<file path="config.mk">
export PLATFORM = sky130hd
export DESIGN_NAME = header_inserter
export DESIGN_NICKNAME = d
export VERILOG_FILES = /design/src/rtl/header_inserter.sv
export SDC_FILE = /design/constraint.sdc
export NUM_CORES = 1
export LEC_CHECK = 0
export ABC_AREA = 1
export BUFFER_PORTS_ARGS = -buffer_cell sky130_fd_sc_hd__buf_2
export CAP_MARGIN = 25
export CORE_AREA = 2 2 208 210
export CTS_CLUSTER_DIAMETER = 40
export CTS_CLUSTER_SIZE = 28
export DETAILED_ROUTE_END_ITERATION = 8
export DIE_AREA = 0 0 210 212
export PLACE_DENSITY = 0.55
export SLEW_MARGIN = 20
export SYNTH_ARGS = -nofsm -noshare
export SYNTH_HDL_FRONTEND = slang
export SYNTH_SLANG_ARGS = --single-unit
</file>
<file path="constraint.sdc">
create_clock -name clk -period 2.15 [get_ports clk]
set_input_delay 0.1075 -clock clk [delete_from_list [all_inputs] [get_ports clk]]
set_output_delay 0.1075 -clock clk [all_outputs]
set_load 0.1 [all_outputs]
</file>
<file path="src/rtl/header_inserter.sv">
// Avalon-ST header inserter: prepends a HEADER_SIZE-bit side-band header to each
// packet as HEADER_SIZE/DATA_WIDTH leading beats (MSB first), then passes payload through.
module header_inserter #(
  parameter int DATA_WIDTH  = 128,
  parameter int HEADER_SIZE = 256
) (
  input  logic                   clk,
  input  logic                   rst_n,
  input  logic [HEADER_SIZE-1:0] header_data,
  input  logic                   header_valid,
  output logic                   header_ack,
  input  logic                   in_valid,
  output logic                   in_ready,
  input  logic                   in_sop,
  input  logic                   in_eop,
  input  logic [DATA_WIDTH-1:0]  in_data,
  output logic                   out_valid,
  input  logic                   out_ready,
  output logic                   out_sop,
  output logic                   out_eop,
  output logic [DATA_WIDTH-1:0]  out_data,
  output logic [15:0]            dropped_beats
);

  localparam int N  = HEADER_SIZE / DATA_WIDTH;
  localparam int CW = $clog2(N) + 1;
  localparam logic [CW-1:0] LAST = CW'(N - 1);

  typedef enum logic [1:0] {IDLE, HEADER, DATA} state_t;

  state_t                 state;
  logic [HEADER_SIZE-1:0] hdr_reg;
  logic [CW-1:0]          cnt;
  logic                   capture;
  logic                   drop;

  // The sop beat waits at the input (in_ready low) until a header is available;
  // the ack is the same-cycle acknowledge of the capture edge.
  assign capture    = rst_n && (state == IDLE) && in_valid && in_sop && header_valid;
  assign drop       = (state == IDLE) && in_valid && !in_sop;
  assign header_ack = capture;

  always_comb begin
    in_ready  = 1'b0;
    out_valid = 1'b0;
    out_sop   = 1'b0;
    out_eop   = 1'b0;
    out_data  = '0;
    case (state)
      IDLE:   in_ready = drop;
      HEADER: begin
        out_valid = 1'b1;
        out_sop   = (cnt == '0);
        out_data  = hdr_reg[HEADER_SIZE-1 -: DATA_WIDTH];
      end
      DATA: begin
        out_valid = in_valid;
        in_ready  = out_ready;
        out_eop   = in_eop;
        out_data  = in_data;
      end
      default: ;
    endcase
  end

  always_ff @(posedge clk or negedge rst_n) begin
    if (!rst_n) begin
      state         <= IDLE;
      hdr_reg       <= '0;
      cnt           <= '0;
      dropped_beats <= '0;
    end else begin
      case (state)
        IDLE: begin
          if (drop && dropped_beats != 16'hFFFF)
            dropped_beats <= dropped_beats + 16'd1;
          if (capture) begin
            hdr_reg <= header_data;
            cnt     <= '0;
            state   <= HEADER;
          end
        end
        HEADER: if (out_ready) begin
          hdr_reg <= hdr_reg << DATA_WIDTH;
          cnt     <= cnt + CW'(1);
          if (cnt == LAST) state <= DATA;
        end
        DATA: if (in_valid && out_ready && in_eop) state <= IDLE;
        default: state <= IDLE;
      endcase
    end
  end

endmodule

</file>
# Word-level counts from Yosys, hierarchy flattened
# Index checks and enable logic that the tools add are counted.
[op_classes]
addsub = 2
n_eq_ne = 8
muxes = 16
reduce_logical = 16
[ops]
columns = ["cell", "n"]
rows = [
  ["256-bit 2-to-1 mux", 2],
  ["256-bit case mux with 2 select lines", 1],
  ["128-bit case mux with 2 select lines", 1],
  ["16-bit by 1-bit adder with 16-bit output, second input constant", 1],
  ["16-bit inequality test, second input constant", 1],
  ["2-bit 2-to-1 mux", 6],
  ["1-bit logical AND", 9],
  ["2-bit inequality test, second input constant", 4],
  ["2-bit case mux with 3 select lines", 1],
  ["2-bit by 1-bit == test with 1-bit output, second input constant", 2],
  ["2-bit zero test", 2],
  ["1-bit case mux with 2 select lines", 2],
  ["2-bit case mux with 2 select lines", 1],
  ["4-bit AND reduction", 1],
  ["3-bit AND reduction", 1],
  ["2-bit by 1-bit adder with 2-bit output, second input constant", 1],
  ["2-bit == test, second input constant", 1],
  ["1-bit 2-to-1 mux", 2],
  ["2-bit AND reduction", 1],
  ["2-bit nonzero test", 1],
  ["1-bit zero test", 1],
]
[totals]
register_bits = 276
in_bits = 391
wordCells = 46

# Depth between registers and ports, before layout
# Gate-level depths: netlist (run 1).
[depth]
word_depth = 7
mapped_depth = 10

# Worst setup path before layout (run 1)
# No wires, ideal clock.
[synth_timing]
kind = "register to output"
startpoint = "register state[0]"
endpoint = "output port out_data[100]"
t_arrival_ns = 2.858
setup_slack_ns = -0.815
stages_incl_launch_ff = 8
path_buffers = 3
cell_sequence = "dfrtp_1 inv_1 ha_1 clkbuf_1 clkbuf_1 clkbuf_1 nand2_1 a21oi_1"
[synth_via]
elab_chain_cells = 2
[synth_lines]
columns = ["element", "line_no", "source"]
rows = [
  ["start: declaration", "31", "state_t state;"],
  ["start signal: assignment", "68", "state <= IDLE;"],
  ["start signal: assignment", "80", "state <= HEADER;"],
  ["start signal: assignment", "86", "if (cnt == LAST) state <= DATA;"],
  ["2-bit == test or 2-bit by 1-bit == test with 1-bit output (tied branches)", "49", "case (state)"],
  ["128-bit case mux with 2 select lines (*)", "49", ""],
  ["end: declaration", "21", "output logic [DATA_WIDTH-1:0] out_data,"],
]
# Every way passes the cells marked *; elsewhere a longest branch is shown, timed or not.

# Worst setup path in the final report (run 1)
[layout_timing]
startpoint = "register state[0]"
endpoint = "output port out_data[82]"
# The elaborated chain is that of the path after synthesis.

==> results of run 1 <==
==> logic make-up after synthesis <==
kind of cell | count (synthesis) | share of synthesized area (%)
and+or+nand+nor | 748 | 20.6
muxes | 128 | 9.24
buffers and inverters | 156 | 4.86
xor gates and xnor gates | 8 | 0.505
adders and majority gates | 6 | 0.541
DFF | 276 | 49.8
AOI/OAI and AO/OA | 401 | 14.5
==> critical path: stages (launching register included) <==
cell	delay, ns
dfrtp_1	0.43
inv_2	0.13
ha_4	0.20
buf_12	0.13
buf_12	0.14
buf_16	0.16
nand2_4	0.05
a21oi_2	0.18
buf_12	0.20
==> repair_timing <==
item	4_1_cts	5_1_grt
hold buffers	258	0
pin swaps	32	112
resized for setup	119	152
buffers inserted	22	18
endpoints found under the setup margin	132	137
endpoints found under the hold margin	488	0
cloned	18	14
==> cells in the mapped netlist (all sizes together) <==
| cell | count | area (sq um) |
|---|---|---|
| clkbuf | 61 | 229 |
| nand3 | 20 | 105 |
| mux2i | 128 | 1280 |
| dfrtp | 276 | 6910 |
| nor2 | 18 | 67.6 |
| nand2 | 703 | 2640 |
| a21oi | 130 | 651 |
| buf | 71 | 355 |
| nand4 | 3 | 18.8 |
| ha | 6 | 75.1 |
| or2 | 1 | 6.26 |
| nor3 | 2 | 10.0 |
| xor2 | 8 | 70.1 |
| nand3b | 1 | 7.51 |
| inv | 24 | 90.1 |
| o21ai | 270 | 1350 |
| a21o | 1 | 7.51 |
==> stage by stage <==
step,instances,utilization [%],hold WS [ns]
final,3167,64.3,0.103
after global routing,3164,64.3,0.112
after CTS,3128,61.8,0.0250
after detailed placement,2734,48.9,0.243
after global placement,2734,48.9,0.240
after floorplan,1723,-,-0.188
==> power groups by stage <==
stage | Sequential [mW] | Clock (mW) | Combinational (mW)
after floorplan | 8.96 | 0 | 16.2
after detailed placement | 9.03 | 0 | 24.8
after global routing | 9.44 | 8.69 | 30.9
after global placement | 8.98 | 0 | 24.5
after CTS | 9.04 | 8.39 | 27.6
final | 9.20 | 8.26 | 29.4
==> final cells by class <==
cell class                 count  area (sq um)
multi-input combinational   1291          8270
tap                          546           683
fill                        3296         15200
antenna                        8          20.0
clock inverter                31           312
inverter                      24           109
timing repair buffer         924          9530
sequential                   276          6910
clock buffer                  67          1490
==> metal layers <==
layer	vias up	global-route usage [%]	share of wire, %
met5	-	0	0
li1	7399	-	-
met2	540	46.0	52
met3	107	5.24	5.3
met1	7517	30.3	40
met4	0	10.2	3.0
==> worst paths after layout <==
path / end / from
worst min register to register: hdr_reg[82] / hdr_reg[82]
worst max-delay path: out_data[82] / state[0]
worst max register to register: hdr_reg[230] / state[1]
worst min-delay path: state[1] / in_eop
max in group asynchronous: hdr_reg[224] / rst_n
min in group asynchronous: hdr_reg[23] / rst_n
==> results.md, run 1 <==
- Crit path kind: reg2out
- Switching share of power: 48.2%
- HPWL Detailed: 38200 microns
- Synthesized Nets: 2120
- Die W: 210 microns
- Area Growth Syn to Fin: 97.0%
- Max-cap viol count: 0
- Comb pwr share: 62.7%
- Total GRT Usage: 25.7%
- Vias in the first global route: 15900
- Setup violations, final: 130
- Initial Utilization: 32.6%
- Most common cell after layout, fill and taps aside: nand2_1
- Number of port buffers: 539
- CP arrival: 2.21 ns
- Final GP Congestion: 0.878
- Fin crit period: 2.31 ns
- Total Wirelength: 61400 microns
- Ys Warns: 0
- Internal Power: 24.3 mW
- Hold WC Path Type: in2reg
- Chip height: 212 microns
- Clock latency at the later pin of the worst-skew pair: 0.58 ns
- Post-Place Worst Slack: 0.233 ns
- Reg power frac: 19.6%
- Clock power share: 17.6%
- Row cnt: 76
- First drt pass iteration count: 5
- Drt drc: 0
- Clk buf depth: 3
- Share of layout cells above drive strength 1: 39.8%
- Clock transition at path regs: 0.05 ns
- Peak supply drop: 1.36 mV
- Largest net degree at the start of global routing: 164
- Post-layout nets: 2966
- Synth Register Bits: 276
- Reg2reg setup slack: 0.06 ns
- Worst reg2reg path depth: 9
- Part of the cycle the worst path needs: 108%
- CTS root buf: clkbuf_16
- RSZ-0062 raised after global routing: true
- First-pass GRT wire length: 89000 microns
- Status: finished, violations left
- Fin area: 27300 sq um
- WL per Instance: 19.4 microns
- Failing checks: negative setup slack
- DR iter-0 viols: 988
- I/O pins: 540
- Worst path required time: 2.04 ns
- Post-Syn Instances: 1723
- TritonCTS clock tree: built
- Area of the core: 42500 sq um
- Seq/Total Area, Yosys: 49.8%
- Clock sink total: 276
- Slew HR: 29.3%
- Max reg flops: 256
- Via count: 15600
- Unique masters post-synth: 22
- H-tree Lvls: 2
- Initial antenna violation count: 6
- Die Area: 44500 sq um
- Skew final: 0.0229 ns
- Grt total ovfl: 0
- CTS buffer count: 52
- Fin. max-slew vios: 0
- Startpoint types: flip-flop
- Power Density: 1710 nW/um^2
- Setup WS post-layout: -0.163 ns
- Synth Cell Area: 13900 sq um
- Via/cell ratio: 4.91
- Total net switching power: 22.6 mW
- Setup crit end kind: primary output
- Post-Place Cell Area: 20800 sq um
- Average size of a mapped cell: 8.05 sq um
- Max FO, Critical Path: 6
- Leak: 12.3 nW
- Commonest cells after routing, fill and taps aside: 565 x nand2_1, 405 x buf_2, 274 x dfrtp_1
- Hold-critical path depth: 5
- DRT antenna net count: 0
- Slew @ Worst Pin: 1.06 ns
- Power after layout: 46.8 mW
- Fmax: 432 MHz
- Accumulated negative setup slack: -15.41 ns
- Final hold vios: 0
(Power assumes the default switching activity.)
==> run 2: changes to the inputs <==
==> constraint.sdc (replaced) <==
create_clock -name clk -period 2.15 [get_ports clk]
set_input_delay 0.5375 -clock clk [delete_from_list [all_inputs] [get_ports clk]]
set_output_delay 0.5375 -clock clk [all_outputs]
set_load 0.1 [all_outputs]
==> run 2 against run 1 <==
The flow still finishes with violations (negative setup slack). Sequential cell count did not move. Routed wire length shrank 3.9%. Count of clock-buffer cells in the layout decreased by 11. Largest power group unchanged.
==> results.md, run 2 (synthesis results as in run 1) <==
- TritonCTS clock tree: built (unchanged)
- RSZ-0062 raised after global routing: true (unchanged)
- Post-layout nets: 2750 (was 2966)
- Fmax: 372 MHz (was 432 MHz)
- Number of port buffers: 539 (unchanged)
- Hold WC Path Type: in2async (was in2reg)
- Leak: 11.6 nW (was 12.3 nW)
- Skew final: 0.0172 ns (was 0.0229 ns)
- Failing checks: negative setup slack (unchanged)
- Fin crit period: 2.69 ns (was 2.31 ns)
- First-pass GRT wire length: 83500 microns (was 89000 microns)
- DRT met1 WL: 24300 microns (was 24400 microns)
- Total Wirelength: 59000 microns (was 61400 microns)
- Post-Place Worst Slack: -0.0141 ns (was 0.233 ns)
- Startpoint types: flip-flop (unchanged)
- Via count: 14700 (was 15600)
- Setup crit end kind: primary output (unchanged)
- Max reg flops: 256 (unchanged)
- Row cnt: 76 (unchanged)
- Hold-fix buffers at CTS: 0 (was 258)
- CTS root buf: clkbuf_16 (unchanged)
- Clock latency at the later pin of the worst-skew pair: 0.57 ns (was 0.58 ns)
- Total GRT Usage: 24.2% (was 25.7%)
- CTS buffer count: 50 (was 52)
- Max FO, Critical Path: 8 (was 6)
- Power after layout: 49.0 mW (was 46.8 mW)
- WL per Instance: 20.0 microns (was 19.4 microns)
- DR iter-0 viols: 856 (was 988)
- H-tree Lvls: 2 (unchanged)
- Clock sink total: 276 (unchanged)
- Area of the core: 42500 sq um (unchanged)
- DRT antenna net count: 0 (unchanged)
- Peak supply drop: 0.927 mV (was 1.36 mV)
- Grt total ovfl: 0 (unchanged)
- Clock transition at path regs: 0.06 ns (was 0.05 ns)
- Initial antenna violation count: 13 (was 6)
- Largest net degree at the start of global routing: 139 (was 164)
- Chip height: 212 microns (unchanged)
- Status: finished, violations left (unchanged)
- Worst path required time: 1.61 ns (was 2.04 ns)
- Die W: 210 microns (unchanged)
- Power Density: 1910 nW/um^2 (was 1710 nW/um^2)
- Slew @ Worst Pin: 0.827 ns (was 1.06 ns)
- Slew HR: 44.9% (was 29.3%)
- Most common cell after layout, fill and taps aside: nand2_1 (unchanged)
- Setup WS post-layout: -0.540 ns (was -0.163 ns)
- DP Cell Count: 2759 (was 2734)
- Initial Utilization: 32.6% (unchanged)
- CP arrival: 2.15 ns (was 2.21 ns)
- Fin. max-slew vios: 0 (unchanged)
- Final hold vios: 0 (unchanged)
- I/O pins: 540 (unchanged)
- Via/cell ratio: 4.97 (was 4.91)
- Non-filler cells, final: 2951 (was 3167)
- Setup violations, final: 241 (was 130)
- Met2 WL: 30000 microns (was 32000 microns)
- Share of layout cells above drive strength 1: 46.2% (was 39.8%)
- DR WL met3: 3210 microns (was 3250 microns)
- Crit path kind: reg2out (unchanged)
- Part of the cycle the worst path needs: 125% (was 108%)
- First drt pass iteration count: 5 (unchanged)
- Die Area: 44500 sq um (unchanged)
- HPWL Detailed: 39100 microns (was 38200 microns)
- Commonest cells after routing, fill and taps aside: 552 x nand2_1, 405 x buf_2, 274 x dfrtp_1 (was 565 x nand2_1, 405 x buf_2, 274 x dfrtp_1)
- Drt drc: 0 (unchanged)
- Max-cap viol count: 0 (unchanged)
- Area Growth Syn to Fin: 84.6% (was 97.0%)
- Clk buf depth: 3 (unchanged)
- Accumulated negative setup slack: -67.24 ns (was -15.41 ns)
- DR top layer: met5 (was met4)
- Final GP Congestion: 0.832 (was 0.878)
- Vias in the first global route: 14300 (was 15900)
## run 2: cell types whose count changed in the layout (fill, tap and decap cells not counted), moves of 7 or more
| cell | previous run | this run |
|---|---|---|
| a21oi_2 | 12 | 4 |
| a21oi_4 | 117 | 125 |
| buf_12 | 171 | 178 |
| buf_4 | 40 | 52 |
| buf_6 | 6 | 18 |
| clkbuf_16 | 66 | 75 |
| dlygate4sd3_1 | 258 | 0 |
| inv_6 | 8 | 17 |
| nand2_1 | 565 | 552 |
| nand2_4 | 42 | 55 |
| o21ai_0 | 241 | 216 |
| o21ai_1 | 29 | 49 |
## run 2: final timing paths
check | start | cells after the start | slack (ns) | end
worst max-delay path | state[0] | 8 | -0.54 | out_data[49]
worst min-delay path | rst_n | 2 | 0.12 | hdr_reg[245]
worst max register to register | state[1] | 13 | -0.07 | hdr_reg[146]
worst min register to register | hdr_reg[170] | 2 | 0.48 | hdr_reg[170]
max in group asynchronous | rst_n | 2 | 1.40 | dropped_beats[0]
min in group clk | header_data[83] | 3 | 0.22 | hdr_reg[83]
## run 2: worst max-delay path, cell delays in order (launching register included)
cell and delay, ns:
dfrtp_1 0.38, inv_2 0.10, ha_4 0.18, buf_12 0.13, buf_12 0.15, clkbuf_16 0.20
nand2_2 0.08, a21oi_4 0.16, buf_12 0.19
## run 2: what timing repair did
action / 4_1_cts / 5_1_grt
setup endpoints to repair: 134 / 369
setup buffers: 27 / 22
cloned: 16 / 25
gates resized for setup: 98 / 116
pin swaps: 28 / 29
## run 2: through the flow
stage	util (%)	hold WS [ns]	cell area, sq um
floorplan	-	0.242	16200
global placement	50.8	0.464	21600
detailed placement	50.8	0.473	21600
CTS	57.6	0.173	24500
global route	60.2	0.179	25600
finish	60.2	0.121	25600
## run 2: layout make-up
cell class | count | area, sq um
Multi-Input combinational cell | 1291 | 8460
Clock buffer | 56 | 1370
Antenna cell | 10 | 25.0
Fill cell | 3615 | 16900
Timing Repair inverter | 1 | 16.3
Clock inverter | 38 | 438
Timing Repair Buffer | 709 | 7590
Sequential cell | 276 | 6910
Tap cell | 546 | 683
Inverter | 24 | 116
## run 2: metal layers
metal | vias to the layer above | global-route usage (%)
met5 | - | 0
met4 | 4 | 8.00
met3 | 104 | 4.42
met2 | 475 | 41.7
met1 | 7115 | 30.7
li1 | 6980 | -
## run 2: power breakdown
group / leakage (nW) / internal (mW) / switching [mW]
Sequential: 3.50 / 7.59 / 1.46
Combinational: 7.27 / 12.9 / 18.6
Clock: 0.866 / 5.32 / 3.09
